--- config.mk ---
export PLATFORM = sky130hd
export DESIGN_NAME = audio_out_scheduler
export DESIGN_NICKNAME = d
export VERILOG_FILES = /design/src/rtl/audio_sched_pkg.sv /design/src/rtl/sample_fifo.sv /design/src/rtl/audio_out_scheduler.sv
export SDC_FILE = /design/constraint.sdc
export NUM_CORES = 1
export LEC_CHECK = 0
export ABC_AREA = 1
export BUFFER_PORTS_ARGS = -buffer_cell sky130_fd_sc_hd__buf_2
export CORE_MARGIN = 1.5
export CORE_UTILIZATION = 55
export DETAILED_ROUTE_END_ITERATION = 7
export PLACE_DENSITY = 0.77
export SETUP_SLACK_MARGIN = 0.4
export SLEW_MARGIN = 25
export SYNTH_ARGS = -nofsm -noshare
export SYNTH_HDL_FRONTEND = slang
export SYNTH_SLANG_ARGS = --single-unit
--- constraint.sdc ---
create_clock -name Clk -period 3.8 [get_ports Clk]
set_input_delay 0.38 -clock Clk [delete_from_list [all_inputs] [get_ports Clk]]
set_output_delay 0.38 -clock Clk [all_outputs]
set_load 0.02 [all_outputs]
--- src/rtl/audio_sched_pkg.sv ---
// Shared types and constants for the audio output scheduler.
package audio_sched_pkg;

  typedef enum logic [1:0] {
    IDLE,
    PRIME,
    RUN
  } sched_state_t;

  typedef struct packed {
    logic [15:0] left;
    logic [15:0] right;
  } sample_t;

  localparam sample_t SILENCE = '0;

endpackage

--- src/rtl/sample_fifo.sv ---
// Sample FIFO: synchronous push/pop, flush clears occupancy, head is combinational.
module sample_fifo
  import audio_sched_pkg::*;
#(
  parameter int unsigned DEPTH = 8
) (
  input  logic                   Clk,
  input  logic                   reset,
  input  logic                   flush,
  input  logic                   push,
  input  logic [31:0]            push_data,
  input  logic                   pop,
  output logic [31:0]            head,
  output logic [$clog2(DEPTH):0] level
);

  localparam int unsigned AW = $clog2(DEPTH);
  localparam int unsigned LW = AW + 1;

  sample_t       mem [DEPTH];
  logic [AW-1:0] wr_ptr;
  logic [AW-1:0] rd_ptr;
  logic          do_push;
  logic          do_pop;

  assign do_push = push && !flush && (level != LW'(DEPTH));
  assign do_pop  = pop && !flush && (level != '0);
  assign head    = mem[rd_ptr];

  always_ff @(posedge Clk) begin
    if (do_push) mem[wr_ptr] <= push_data;
  end

  // Pointers wrap naturally since DEPTH is a power of two.
  always_ff @(posedge Clk or negedge reset) begin
    if (!reset) begin
      wr_ptr <= '0;
      rd_ptr <= '0;
      level  <= '0;
    end else if (flush) begin
      wr_ptr <= '0;
      rd_ptr <= '0;
      level  <= '0;
    end else begin
      if (do_push) wr_ptr <= wr_ptr + AW'(1);
      if (do_pop)  rd_ptr <= rd_ptr + AW'(1);
      case ({do_push, do_pop})
        2'b10:   level <= level + LW'(1);
        2'b01:   level <= level - LW'(1);
        default: level <= level;
      endcase
    end
  end

endmodule

--- src/rtl/audio_out_scheduler.sv ---
// Round-robin two-source sample scheduler feeding the I2S serializer via a FIFO.
// Optional AUDIO_SCHED_UNDERRUN_CNT_EN adds a saturating underrun counter port.
module audio_out_scheduler
  import audio_sched_pkg::*;
#(
  parameter int unsigned DEPTH     = 8,
  parameter int unsigned PRIME_LVL = 4
) (
  input  logic                   Clk,
  input  logic                   reset,
  input  logic                   enable,
  input  logic [31:0]            src0_data,
  input  logic                   src0_valid,
  output logic                   src0_ready,
  input  logic [31:0]            src1_data,
  input  logic                   src1_valid,
  output logic                   src1_ready,
  input  logic                   Send_Done,
  output logic [31:0]            data,
  output logic [$clog2(DEPTH):0] level,
  output logic                   underrun,
  output logic                   busy
`ifdef AUDIO_SCHED_UNDERRUN_CNT_EN
  ,
  output logic [15:0]            underrun_cnt
`endif
);

  localparam int unsigned LW = $clog2(DEPTH) + 1;

  sched_state_t state;
  logic         sd_meta;
  logic         sd_sync;
  logic         sd_prev;
  logic         frame_req;
  logic         prefer1;
  logic         grant1;
  logic         active;
  logic         full;
  logic         empty;
  logic         acc0;
  logic         acc1;
  logic         push;
  logic         pop;
  logic         flush;
  logic [31:0]  push_data;
  sample_t      head;

  always_ff @(posedge Clk or negedge reset) begin
    if (!reset) begin
      sd_meta <= 1'b0;
      sd_sync <= 1'b0;
      sd_prev <= 1'b0;
    end else begin
      sd_meta <= Send_Done;
      sd_sync <= sd_meta;
      sd_prev <= sd_sync;
    end
  end

  assign frame_req = sd_sync && !sd_prev;

  // Readies come from the registered level, so a same-cycle pop never frees a slot.
  assign active     = (state != IDLE);
  assign full       = (level == LW'(DEPTH));
  assign empty      = (level == '0);
  assign grant1     = src1_valid && (!src0_valid || prefer1);
  assign src0_ready = active && !grant1 && !full;
  assign src1_ready = active && grant1 && !full;
  assign acc0       = src0_valid && src0_ready;
  assign acc1       = src1_valid && src1_ready;
  assign push       = (acc0 || acc1) && enable;
  assign push_data  = acc1 ? src1_data : src0_data;
  assign pop        = frame_req && (state == RUN) && !empty;
  assign flush      = !enable || (state == IDLE);

  always_ff @(posedge Clk or negedge reset) begin
    if (!reset)    prefer1 <= 1'b0;
    else if (push) prefer1 <= acc0;
  end

  sample_fifo #(.DEPTH(DEPTH)) u_fifo (
    .Clk       (Clk),
    .reset     (reset),
    .flush     (flush),
    .push      (push),
    .push_data (push_data),
    .pop       (pop),
    .head      (head),
    .level     (level)
  );

  always_ff @(posedge Clk or negedge reset) begin
    if (!reset) begin
      state    <= IDLE;
      data     <= SILENCE;
      underrun <= 1'b0;
      busy     <= 1'b0;
`ifdef AUDIO_SCHED_UNDERRUN_CNT_EN
      underrun_cnt <= '0;
`endif
    end else begin
      underrun <= 1'b0;
      if (!enable) begin
        state <= IDLE;
        busy  <= 1'b0;
        data  <= SILENCE;
`ifdef AUDIO_SCHED_UNDERRUN_CNT_EN
        underrun_cnt <= '0;
`endif
      end else begin
        case (state)
          IDLE: begin
            state <= PRIME;
            busy  <= 1'b1;
          end
          PRIME: begin
            if (frame_req) data <= SILENCE;
            if (level >= LW'(PRIME_LVL)) state <= RUN;
          end
          RUN: begin
            if (frame_req) begin
              if (empty) begin
                data     <= SILENCE;
                underrun <= 1'b1;
                state    <= PRIME;
`ifdef AUDIO_SCHED_UNDERRUN_CNT_EN
                if (underrun_cnt != 16'hFFFF) underrun_cnt <= underrun_cnt + 16'd1;
`endif
              end else begin
                data <= head;
              end
            end
          end
          default: begin
            state <= IDLE;
            busy  <= 1'b0;
          end
        endcase
      end
    end
  end

endmodule

# Word level (Yosys, flattened, before mapping)
# Memories as Yosys holds them, arrays and structs flattened.
# Index checks and enable logic that the tools add are counted.
# totals
reg_bits,50
mem_bits_rw,256
input_bits,70
out_inout_bits,40
wordCells,89
mem_count,1
# classes
n_addsub,4
magnitude_cmp,1
n_eq_ne,12
n_mux,25
n_reduce_logical,35
# mem_list
memory,words,word_bits,read_ports,rd_clocked_by_memory_dff,write_ports,line_no,source
u_fifo.mem,8,32,1,0,1,sample_fifo.sv:20,sample_t mem [DEPTH];
# ops
cell,n
32-bit two-way mux,5
32-bit one-hot mux with 2 select lines,1
1-bit logical AND,15
3-bit two-way mux,4
3-bit != test (second input constant),4
2-bit two-way mux,4
4-bit one-hot mux with 2 select lines,1
1-bit logical NOT,7
1-bit two-way mux,7
3-bit by 1-bit adder with 3-bit output (second input constant),2
2-bit one-hot mux with 3 select lines,1
3-bit AND reduction,2
2-bit nonzero test,3
4-bit by 1-bit adder with 4-bit output (second input constant),1
2-bit by 1-bit == test with 1-bit output (second input constant),2
2-bit == test (second input constant),2
4-bit == test (second input constant),1
4-bit by 3-bit >= comparator with 1-bit output (second input constant),1
4-bit logical NOT,1
4-bit two-way mux,1
4-bit != test (second input constant),1
4-bit nonzero test,1
4-bit by 1-bit subtractor with 4-bit output (second input constant),1
1-bit logical OR,3
other kinds (6),6

# Logic depth before layout (Yosys ltp)
# depth
depth_word,14
ltp_mapped,18
depth_no_buf,18

# Hierarchy
# A second synthesis with hierarchy kept.
# unflattened
cells_unflattened,1124
hier_area_um2,12867.3
# modules_own_cells
mod,n_inst,cells_per_inst,area_per_inst_um2
sample_fifo,1,817,10553.9
audio_out_scheduler,1,307,2313.5

# Worst setup path before layout
# No wires, ideal clock.
# synth_timing
path_type,reg-to-reg
start,register state[0]
end,"memory u_fifo.mem[0][0] (netlist name), enable pin"
setup_time_ps,421
t_arrival_ps,2630
required_time_ps,3379
path_slack_ps,749
path_stages_with_launch,8
n_path_buf,0
cell_sequence,dfrtp_1 > inv_1 > ha_1 > inv_1 > nand4_1 > nand2_2 > nand2_1 > nor2_1
# synth_between
elab_chain_len,10
word_cells_on_any_way,16
classes_between,mux: 2; reduce/logical: 14
# synth_rtl
element,line_no,source
start: declaration,audio_out_scheduler.sv:31,sched_state_t state;
start signal: assignment,audio_out_scheduler.sv:95,state <= IDLE;
start signal: assignment,audio_out_scheduler.sv:105,state <= IDLE;
start signal: assignment,audio_out_scheduler.sv:114,state <= PRIME;
2-bit nonzero test,audio_out_scheduler.sv:64,assign active = (state != IDLE);
1-bit logical AND (on tied branches) (2 in series),"audio_out_scheduler.sv:68, audio_out_scheduler.sv:69",
1-bit logical AND (on tied branches),"audio_out_scheduler.sv:70, audio_out_scheduler.sv:71",
1-bit logical OR,audio_out_scheduler.sv:72,assign push = (acc0 || acc1) && enable;
1-bit logical AND,audio_out_scheduler.sv:72,
1-bit logical AND * (2 in series),sample_fifo.sv:26,assign do_push = push && !flush && (level != LW'(DEPTH));
1-bit two-way mux *,sample_fifo.sv:31,if (do_push) mem[wr_ptr] <= push_data;
1-bit two-way mux (not written as such) *,sample_fifo.sv:31,
end: declaration,sample_fifo.sv:20,
# Mark *: on every way between the ends. The rest lies on a longest branch, timed or not.

# Worst setup path in the final report
# layout_timing
start,register state[0]
end,output port src1_ready
# layout_between
elab_chain_len,3
# layout_rtl
element,line_no,source
2-bit nonzero test,audio_out_scheduler.sv:64,
1-bit logical AND (2 in series),audio_out_scheduler.sv:69,assign src1_ready = active && grant1 && !full;
end: declaration,audio_out_scheduler.sv:17,"output logic src1_ready,"
# No other way between the ends.

==> out/results.txt <==
Vias in the first global route = 8373
PD cells = 539.8 mW/mm2
Outcome = finished clean
First-pass iteration count of the detailed router = 7
Total track usage = 25.09%
VDD IR-drop max = 0.3254 mV
Non-Filler Instances = 1429
Final Net Count = 1205
Worst Tran Pin Value = 853.3 ps
Die H = 153.0 um
Post-synth ARST share = 16.34%
CP Class = reg -> out
Total routed wirelength = 29.20 mm
Rel. slew slack = 43.11%
ANT nets after route = 0
Tcrit/Tclk final = 78.30%
Post_cts resized = 0
Pleak = 0.005439 uW
Largest net degree at the start of global routing = 85
Design Power = 7668 uW
CTS sink cnt = 306
CTS tree = done
Top-count cell post-synth = edfxtp_1
H-tree levels = 1
Post-DP HPWL = 16.44 mm
First-pass GRT wire length = 45.51 mm
Synth cell count leaders = edfxtp_1 (256), nor2_1 (158), nand2_1 (152), o21ai_0 (151), nand3_1 (61)
Layout cells sized above 1 = 17.06%
Ports = 110
Cell Area, Placed = 0.01325 mm2
Skew final = 10.52 ps
DRC viols = 0
Hold Crit Class = in -> reg
Post-Synthesis Cells = 1025
Cell count after placement = 1372
Worst Path Required = 3420 ps
Synth warnings = 0
Layout area overhead = 14.82%
DR vias/cell = 6.031
Post-synth top area share = 62.14%
Clock Latency Late Sink = 560 ps
RSZ-0062 raised after global routing = false
Sequential area share after synthesis = 72.25%
Post-synth top area cell = edfxtp_1
Max-cap violations = 0
Via count = 8618
TritonCTS Buffers = 30
FF+latch count, synth = 306
Fmax = 336.1 MHz
Syn nets = 1104
Final hold violation count = 0
Synth Cell Area = 0.01237 mm2
Critical path endpoint category = output port
# port buffers = 109
Core Box Area = 0.02196 mm2
Number of synthesized flops with an enable pin = 256
Final GP Congestion = 0.8458
Clock tree buffer depth = 3
Remaining global-route overflow = 0
Final max-slew violation count = 0
Die ar. = 0.02340 mm2
Clock transition at path regs = 60 ps
WP data arrival = 2600 ps
Setup crit start kind = flop
Initial Util = 56.34%
Post-layout min period = 2976 ps
Die Wd = 153.0 um
Setup TNS = 0 ps
Clk root buf = clkbuf_16
# diodes = 0
Main synth FF type = edfxtp_1
Largest fanout on the critical path = 21
Synth area leaders = edfxtp_1 (62%), dfrtp_1 (10%), o21ai_0 (6.1%)
# setup viols final = 0
Initial antenna violation count = 0
DRT iter0 DRCs = 940
Post-route cell area = 0.01420 mm2
Site row count = 54
WL/cell = 20.43 um
Syn Area/Cell = 12.07 um2
Netlist cell types = 30
metrics by stage:
step / hold WS (ps) / utilization [%] / setup slack, ps
2_1_floorplan: 84.41 / - / 748.5
3_3_place_gp: 351.8 / 60.33 / 1077
3_5_place_dp: 339.6 / 60.33 / 1034
4_1_cts: 252.4 / 64.69 / 797.3
5_1_grt: 303.6 / 64.69 / 671.7
6_report: 266.8 / 64.69 / 824.4
critical path: stages (launching register included):
cell     delay, ps
dfrtp_1        400
inv_1           80
ha_1           270
nor2_1         170
nand2_1        130
inv_1          390
buf_4          370
buf_2          220
where the power goes:
group / internal (uW) / switching, uW
sequential: 3980 / 44.9
clock: 1610 / 1210
combinational: 191 / 627
total: 5780 / 1890
state kept, by name, indices dropped and copies added, names as in the netlist, 2 cells and up:
register       count
data              32
state              2
u_fifo.level       4
u_fifo.mem       256
u_fifo.rd_ptr      3
u_fifo.wr_ptr      3
area by class of cell:
class	instances	area, um2
Inverter	23	87.58
Timing Repair Buffer	133	768.2
Tap cell	280	350.3
Fill cell	1587	7754
Clock inverter	14	135.1
Sequential cell	306	8942
Clock buffer	41	802.0
Multi-Input combinational cell	632	3119
layout by cell type (no fill, tap or decap), types with 2 or more instances in the layout:
cell type,instances
a21oi_1,5
buf_12,3
buf_2,109
buf_4,19
bufinv_16,2
clkbuf_1,10
clkbuf_16,30
clkinv_1,5
clkinv_2,6
dfrtp_1,49
dlygate4sd3_1,2
edfxtp_1,256
ha_1,8
inv_1,17
inv_2,4
nand2_1,152
nand2_2,4
nand3_1,61
nor2_1,150
nor2_4,10
o21ai_0,151
o21ai_1,18
o221ai_1,32
o22ai_1,32
routing by layer:
metal	global-route usage, %	share of wire [%]	vias to the layer above
met2	41.16	48	468
met5	0	0	-
met3	3.119	8.8	70
li1	-	-	3896
met4	10.50	3.1	0
met1	34.37	40	4184
final timing paths:
check                        startpoint                to  slack, ps  cells after the start
min in group asynchronous         reset           data[2]        450                      2
max in group asynchronous         reset          data[24]       2510                      3
hold / removal             src1_data[1]  u_fifo.mem[1][1]        270                      3
setup / recovery               state[0]        src1_ready        820                      7
setup reg to reg               state[0]  u_fifo.mem[6][9]       1040                      8
hold reg to reg                 sd_meta           sd_sync        370                      0
cell families after synthesis:
| family | share of synthesized area (%) |
|---|---|
| flip-flops | 72.25 |
| adder cells (fa/ha/maj) | 0.9709 |
| AO/OA/AOI/OAI | 11.11 |
| buffers and inverters | 3.054 |
| XOR/XNOR | 0.07081 |
| AND/OR/NAND/NOR | 12.54 |
timing repair:
action                    in CTS  in global routing
hold buffers                   2                  0
hold endpoints to repair      29                  0
buffers inserted               0                  0
(Power assumes the default switching activity.)
